## config.mk

```make
export PLATFORM = sky130hd
export DESIGN_NAME = mmio_bus_ctrl_flat
export DESIGN_NICKNAME = d
export VERILOG_FILES = /design/src/rtl/mmio_bus_if.sv /design/src/rtl/mmio_bus_ctrl.sv /design/src/flat_wrapper.sv
export SDC_FILE = /design/constraint.sdc
export NUM_CORES = 1
export LEC_CHECK = 0
export BUFFER_PORTS_ARGS = -buffer_cell sky130_fd_sc_hd__buf_2
export CORE_MARGIN = 2
export CORE_UTILIZATION = 46
export CTS_CLUSTER_DIAMETER = 100
export DETAILED_ROUTE_END_ITERATION = 8
export PLACE_DENSITY = 0.8
export SYNTH_ARGS = -nofsm -noshare
export SYNTH_HDL_FRONTEND = slang
export SYNTH_SLANG_ARGS = --single-unit
```

## constraint.sdc

```tcl
create_clock -name clk -period 1.84 [get_ports clk]
set_input_delay 0.184 -clock clk [delete_from_list [all_inputs] [get_ports clk]]
set_output_delay 0.184 -clock clk [all_outputs]
set_load 0.01 [all_outputs]
```

## src/rtl/mmio_bus_if.sv

```systemverilog
// CPU-side memory-mapped bus: command, address, store data and load data.
// The CPU is the master; the MMIO controller is the slave.
interface mmio_bus_if #(
    parameter int DATA_W = 16,
    parameter int ADDR_W = 9
);
    logic [1:0]        mem_cmd;
    logic [ADDR_W-1:0] mem_addr;
    logic [DATA_W-1:0] write_data;
    logic [DATA_W-1:0] read_data;

    modport master (
        output mem_cmd,
        output mem_addr,
        output write_data,
        input  read_data
    );

    modport slave (
        input  mem_cmd,
        input  mem_addr,
        input  write_data,
        output read_data
    );
endinterface

```

## src/rtl/mmio_bus_ctrl.sv

```systemverilog
// MMIO controller: decodes CPU accesses into RAM and a small I/O page holding
// output registers, synchronised input ports, a free-running cycle counter
// and a sticky bus-error status. Every read returns one cycle after the
// command edge, matching the synchronous RAM.
module mmio_bus_ctrl #(
    parameter int                DATA_W  = 16,
    parameter int                ADDR_W  = 9,
    parameter logic [ADDR_W-1:0] IO_BASE = 9'h100,
    parameter int                NUM_OUT = 2,
    parameter int                NUM_IN  = 1
) (
    input  logic                      clk,
    input  logic                      reset,
    mmio_bus_if.slave                 bus,
    output logic [ADDR_W-1:0]         ram_addr,
    output logic [DATA_W-1:0]         ram_din,
    output logic                      ram_write,
    input  logic [DATA_W-1:0]         ram_dout,
    input  logic [NUM_IN*DATA_W-1:0]  in_port,
    output logic [NUM_OUT*DATA_W-1:0] out_port,
    output logic                      bus_err
);

    localparam logic [1:0] CMD_READ  = 2'b01;
    localparam logic [1:0] CMD_WRITE = 2'b10;
    localparam logic [1:0] CMD_RSVD  = 2'b11;

    // I/O page offsets (relative to IO_BASE)
    localparam logic [ADDR_W-1:0] OUT_LIM  = ADDR_W'(NUM_OUT);
    localparam logic [ADDR_W-1:0] IN_LO    = ADDR_W'(8'h40);
    localparam logic [ADDR_W-1:0] IN_HI    = ADDR_W'(8'h40 + NUM_IN);
    localparam logic [ADDR_W-1:0] OFF_CNT  = ADDR_W'(8'h80);
    localparam logic [ADDR_W-1:0] OFF_STAT = ADDR_W'(8'h81);

    typedef enum logic [2:0] {
        SRC_NONE = 3'd0,
        SRC_RAM  = 3'd1,
        SRC_OUT  = 3'd2,
        SRC_IN   = 3'd3,
        SRC_CNT  = 3'd4,
        SRC_STAT = 3'd5
    } src_e;

    // State
    logic [NUM_OUT*DATA_W-1:0] out_q,   out_d;
    logic [NUM_IN*DATA_W-1:0]  sync1_q, sync2_q;
    logic [DATA_W-1:0]         cnt_q,   cnt_d;
    logic                      err_q,   err_d;
    src_e                      sel_q,   sel_d;
    logic [DATA_W-1:0]         rd_val_q, rd_val_d;

    // Decode
    logic              is_rd_s, is_wr_s, is_ram_s;
    logic [ADDR_W-1:0] offset_s;
    logic              hit_out_s, hit_in_s, hit_cnt_s, hit_stat_s, unmapped_s;
    logic              err_set_s, err_clr_s;

    // RAM side is a straight pass-through; only the write enable is qualified.
    assign ram_addr  = bus.mem_addr;
    assign ram_din   = bus.write_data;
    assign ram_write = is_wr_s & is_ram_s;

    assign out_port = out_q;
    assign bus_err  = err_q;

    // Load data: RAM data arrives a cycle late from the RAM itself; every
    // other source was captured on the command edge (zero for NONE).
    assign bus.read_data = (sel_q == SRC_RAM) ? ram_dout : rd_val_q;

    // Address decode and error classification of the current command
    always_comb begin
        is_rd_s    = (bus.mem_cmd == CMD_READ);
        is_wr_s    = (bus.mem_cmd == CMD_WRITE);
        is_ram_s   = (bus.mem_addr < IO_BASE);
        offset_s   = bus.mem_addr - IO_BASE;
        hit_out_s  = !is_ram_s && (offset_s < OUT_LIM);
        hit_in_s   = !is_ram_s && (offset_s >= IN_LO) && (offset_s < IN_HI);
        hit_cnt_s  = !is_ram_s && (offset_s == OFF_CNT);
        hit_stat_s = !is_ram_s && (offset_s == OFF_STAT);
        unmapped_s = !is_ram_s && !(hit_out_s || hit_in_s || hit_cnt_s || hit_stat_s);
        err_set_s  = (bus.mem_cmd == CMD_RSVD)
                   | ((is_rd_s | is_wr_s) & unmapped_s)
                   | (is_wr_s & hit_in_s);
        err_clr_s  = is_wr_s & hit_stat_s & bus.write_data[0];
    end

    // Next-state for output registers, counter and sticky error flag
    always_comb begin
        out_d = out_q;
        for (int i = 0; i < NUM_OUT; i++) begin
            out_d[i*DATA_W +: DATA_W] = (is_wr_s && hit_out_s && offset_s == ADDR_W'(i))
                                      ? bus.write_data : out_q[i*DATA_W +: DATA_W];
        end
        // A write to the counter wins over the increment.
        cnt_d = (is_wr_s && hit_cnt_s) ? {DATA_W{1'b0}} : cnt_q + DATA_W'(1);
        // Setting the error wins over clearing it.
        if (err_set_s) begin
            err_d = 1'b1;
        end else if (err_clr_s) begin
            err_d = 1'b0;
        end else begin
            err_d = err_q;
        end
    end

    // Read source select and capture of I/O data at the command edge
    always_comb begin
        sel_d    = SRC_NONE;
        rd_val_d = {DATA_W{1'b0}};
        if (is_rd_s) begin
            if (is_ram_s) begin
                sel_d = SRC_RAM;
            end else if (hit_out_s) begin
                sel_d = SRC_OUT;
                for (int i = 0; i < NUM_OUT; i++) begin
                    rd_val_d = (offset_s == ADDR_W'(i)) ? out_q[i*DATA_W +: DATA_W] : rd_val_d;
                end
            end else if (hit_in_s) begin
                sel_d = SRC_IN;
                for (int j = 0; j < NUM_IN; j++) begin
                    rd_val_d = (offset_s == IN_LO + ADDR_W'(j)) ? sync2_q[j*DATA_W +: DATA_W] : rd_val_d;
                end
            end else if (hit_cnt_s) begin
                sel_d    = SRC_CNT;
                rd_val_d = cnt_q;
            end else if (hit_stat_s) begin
                sel_d    = SRC_STAT;
                rd_val_d = {{(DATA_W-1){1'b0}}, err_q};
            end else begin
                sel_d = SRC_NONE;
            end
        end else begin
            sel_d = SRC_NONE;
        end
    end

    // All registered state; reset forces the read path back to NONE at once
    always_ff @(posedge clk or negedge reset) begin
        if (!reset) begin
            out_q    <= {(NUM_OUT*DATA_W){1'b0}};
            sync1_q  <= {(NUM_IN*DATA_W){1'b0}};
            sync2_q  <= {(NUM_IN*DATA_W){1'b0}};
            cnt_q    <= {DATA_W{1'b0}};
            err_q    <= 1'b0;
            sel_q    <= SRC_NONE;
            rd_val_q <= {DATA_W{1'b0}};
        end else begin
            out_q    <= out_d;
            sync1_q  <= in_port;
            sync2_q  <= sync1_q;
            cnt_q    <= cnt_d;
            err_q    <= err_d;
            sel_q    <= sel_d;
            rd_val_q <= rd_val_d;
        end
    end

endmodule

```

## src/flat_wrapper.sv

```systemverilog
// flat-port wrapper written by rule: the top's interface ports become plain ports
module mmio_bus_ctrl_flat 
#(
    parameter int                DATA_W  = 16,
    parameter int                ADDR_W  = 9,
    parameter logic [ADDR_W-1:0] IO_BASE = 9'h100,
    parameter int                NUM_OUT = 2,
    parameter int                NUM_IN  = 1
)
  (clk, reset, ram_addr, ram_din, ram_write, ram_dout, in_port, out_port, bus_err, bus_mem_cmd, bus_mem_addr, bus_write_data, bus_read_data);
  mmio_bus_if #(.DATA_W(DATA_W), .ADDR_W(ADDR_W)) bus_i ();
  input  logic clk;
  input  logic reset;
  output logic [ADDR_W-1:0] ram_addr;
  output logic [DATA_W-1:0] ram_din;
  output logic ram_write;
  input  logic [DATA_W-1:0] ram_dout;
  input  logic [NUM_IN*DATA_W-1:0] in_port;
  output logic [NUM_OUT*DATA_W-1:0] out_port;
  output logic bus_err;
  input wire logic [$bits(bus_i.mem_cmd)-1:0] bus_mem_cmd;
  input wire logic [$bits(bus_i.mem_addr)-1:0] bus_mem_addr;
  input wire logic [$bits(bus_i.write_data)-1:0] bus_write_data;
  output wire logic [$bits(bus_i.read_data)-1:0] bus_read_data;
  assign bus_i.mem_cmd = bus_mem_cmd;
  assign bus_i.mem_addr = bus_mem_addr;
  assign bus_i.write_data = bus_write_data;
  assign bus_read_data = bus_i.read_data;
  mmio_bus_ctrl #(.DATA_W(DATA_W), .ADDR_W(ADDR_W), .IO_BASE(IO_BASE), .NUM_OUT(NUM_OUT), .NUM_IN(NUM_IN)) u_core (.clk(clk), .reset(reset), .bus(bus_i), .ram_addr(ram_addr), .ram_din(ram_din), .ram_write(ram_write), .ram_dout(ram_dout), .in_port(in_port), .out_port(out_port), .bus_err(bus_err));
endmodule
```

==> flow_summary_export.csv <==
group,metric,value,unit
final_layout,fillers,731,
setup_path,critPathTopFamily,"flip-flops",
sta,setup_viol,9,
synth,yosys_warnings,0,
detailed_routing,drc,0,
sta,finalHoldViolCount,0,
global_routing,grt-ovfl-total,0,
die,io_pins,136,
global_routing,antenna_found_initial,0,
sta,skew,0.00923,ns
clock_tree,cts.sinks,100,
detailed_routing,vias,3312,
synth,ys_seq_elements,100,
power,p_leak,2.90,nW
sta,layout_min_cycle_time,1.87,ns
setup_path,cp-end-kind,"output port",
clock_tree,clock_latency,0.36,ns
power,p_total,4.27,mW
status,status,"finished, violations left",
sta,fmax,534,MHz
final_layout,areaGrowthSynthToFinish,27.8,%
power,power.density,749,nW/µm²
final_layout,n_antenna_cell,0,
detailed_routing,drtAntennaViolNets,0,
synth,synthXorXnorAreaFrac,0.0275,
detailed_routing,totalWireLength,10.6,mm
setup_path,cp_cell_sequence,"nor3b_2, buf_4, mux2_2, buf_2",
synth,synth_nets,430,
synth,netlist_area,4460,µm²
die,start_util,0.478,
sta,fin_crit_sh,1.02,
synth,netlist.area_leader.share,0.561,
setup_path,path_class,"register to output port",
status,violations,"setup timing",
synth,ys_seq_area_frac,0.561,
synth,synth_largest_area_cell,"dfrtp_1",
detailed_routing,first_iter_violations,148,
detailed_routing,wl_per_cell,16.6,µm
place,place.gp.congestion,0.868,
synth,ys_top_cells_by_area,"dfrtp_1, mux2_2, buf_4",
final_layout,layout_common_cells,"buf_2, dfrtp_1, mux2_2, inv_1, nor2_1",
sta,grt_setup_unrepaired,"yes",
final_layout,drive_gt1_frac,0.420,
synth,synthAdderAreaFrac,0.0112,
setup_path,crit_required,1.66,ns
setup_path,crit_buf_inv,2,
detailed_routing,dr.pass1.iters,4,
worst_hold_path,worstHoldPathType,"primary input to register",
flow_run,cap_violations,0,
place,io_buffers,135,
setup_path,critPathMaxStageDelay,0.38,ns
synth,yosys-mux-area-fraction,0.157,
final_layout,final_common_cell,"buf_2",
die,dieArea,10500,µm²
sta,fin_ws,-0.0334,ns
synth,synth.avg_cell_area,12.2,µm²
synth,netlist_instances,365,
global_routing,grt_max_degree,40,
power,peakVddDrop,0.485,mV
final_layout,postLayoutCoreUtil,0.611,
die,die_w,102,µm
setup_path,crit_fanout,7,
clock_tree,clockBufferDepth,2,
synth,yosysUniqueCellTypes,38,
clock_tree,cts_tree,"done",
die,fp.dieH,102,µm
global_routing,grt_usage,0.204,
synth,synth-simple-area-share,0.0873,
sta,maxSlewViolCount,0,
final_layout,finalNetCount,572,
detailed_routing,avgViaCountPerCell,5.17,
die,core_area,9330,µm²
setup_path,crit_arrival,1.69,ns
sta,slew_headroom,0.654,
clock_tree,root_buffer,"clkbuf_8",
global_routing,grt_pass1_vias,3284,
clock_tree,cts.htree.levels,3,
place,dp_hpwl,7.39,mm
setup_path,cpMaxStageDelayCell,"dfrtp_1",
setup_path,startpoint_type,"register",
clock_tree,numCtsBuffers,9,
synth,synth-compound-area-share,0.0772,
sta,tightest_slew,0.519,ns
global_routing,grt_first_pass_wirelength,16.2,mm
synth,synth_top_family_by_area,"multiplexers",
clock_tree,clk_pin_slew,0.10,ns
die,row_count,35,
place,post-place-ws,-0.140,ns
clock_tree,cts_setup_buffers,0,
## state kept, by name (all words and copies together), names as in the netlist
name and count:
u_core.sync1_q 16, u_core.out_port 32, u_core.bus_err 1, u_core.cnt_q 16, u_core.sel_q 3, u_core.rd_val_q 16
u_core.sync2_q 16
## what timing repair did
item,CTS,global route
endpoints found under the setup margin,16,16
gates resized for setup,0,16
endpoints found under the hold margin,53,0
hold buffers,17,0
## area by class of cell
class                           count  area, µm²  area share
Sequential cell                   100       2500       0.439
Clock buffer                       10        138      0.0242
Multi-Input combinational cell    201       1650       0.289
Timing Repair Buffer              172       1110       0.195
Inverter                           23       86.3      0.0152
Tap cell                          129        161      0.0283
Clock inverter                      6       55.1     0.00966
## metal layers
metal  track usage  share of wire
met1         0.261           0.43
met2         0.344           0.50
met3        0.0383          0.065
met4        0.0790          0.014
met5             0              0
## cell usage after synthesis (all sizes together)
master  count
nor4        6
a21oi       2
and2        1
and3        1
or4b        1
a22oi      15
ha          4
nand2       6
nor2       20
nand2b      2
nand3b      1
nand4       3
dfrtp     100
mux2       48
mux2i      16
buf        30
nor3b       3
nand3      10
o211ai      1
a31oi       2
or3         1
a211oi     15
xnor2      13
nor4b       1
o21ai      16
clkbuf     11
nor3        7
inv        23
a221oi      1
nand4b      1
nor2b       3
xor2        1
## worst paths after layout
path | from | to | slack, ns | cells after the start
max reg2reg | u_core.cnt_q[0]$_DFF_PN0_ | u_core.cnt_q[14]$_DFF_PN0_ | 0.15 | 5
max | u_core.sel_q[1]$_DFF_PN0_ | bus_read_data[4] | -0.03 | 4
min in group asynchronous | reset | u_core.bus_err$_DFFE_PN0P_ | 0.33 | 2
min | bus_write_data[9] | u_core.out_port[25]$_DFFE_PN0P_ | 0.05 | 2
max in group asynchronous | reset | u_core.out_port[30]$_DFFE_PN0P_ | 0.77 | 3
min reg2reg | u_core.sync1_q[3]$_DFF_PN0_ | u_core.sync2_q[3]$_DFF_PN0_ | 0.35 | 0
## power breakdown
group	switching [mW]	internal [mW]
clock network	0.782	0.555
registers	0.110	2.31
logic	0.262	0.243
## worst register-to-register path, cell delays in order, from the launching register on
cell,delay [ns]
dfrtp_1,0.44
ha_1,0.22
nand3_1,0.25
nor4_1,0.41
xnor2_1,0.18
nor2_1,0.07
## through the flow
stage | cell area, µm² | setup TNS [ns] | hold WS [ns] | instances
floorplan | 4470 | -1.97 | -0.112 | 365
global route | 5700 | -0.972 | 0.0549 | 641
global placement | 5260 | -2.23 | 0.185 | 608
detailed placement | 5260 | -4.67 | 0.195 | 608
finish | 5700 | -0.155 | 0.0531 | 641
CTS | 5620 | -0.434 | 0.0385 | 641
## cells by family (layout without fill, tap and decap cells)
logic type	Yosys count	after routing
AOI/OAI and AO/OA	52	52
xor gates and xnor gates	14	14
adders and majority gates	4	4
buffers and inverters	64	211
DFF	100	100
muxes	64	64
and+or+nand+nor	67	67
Power figures use the tool's default switching activity.
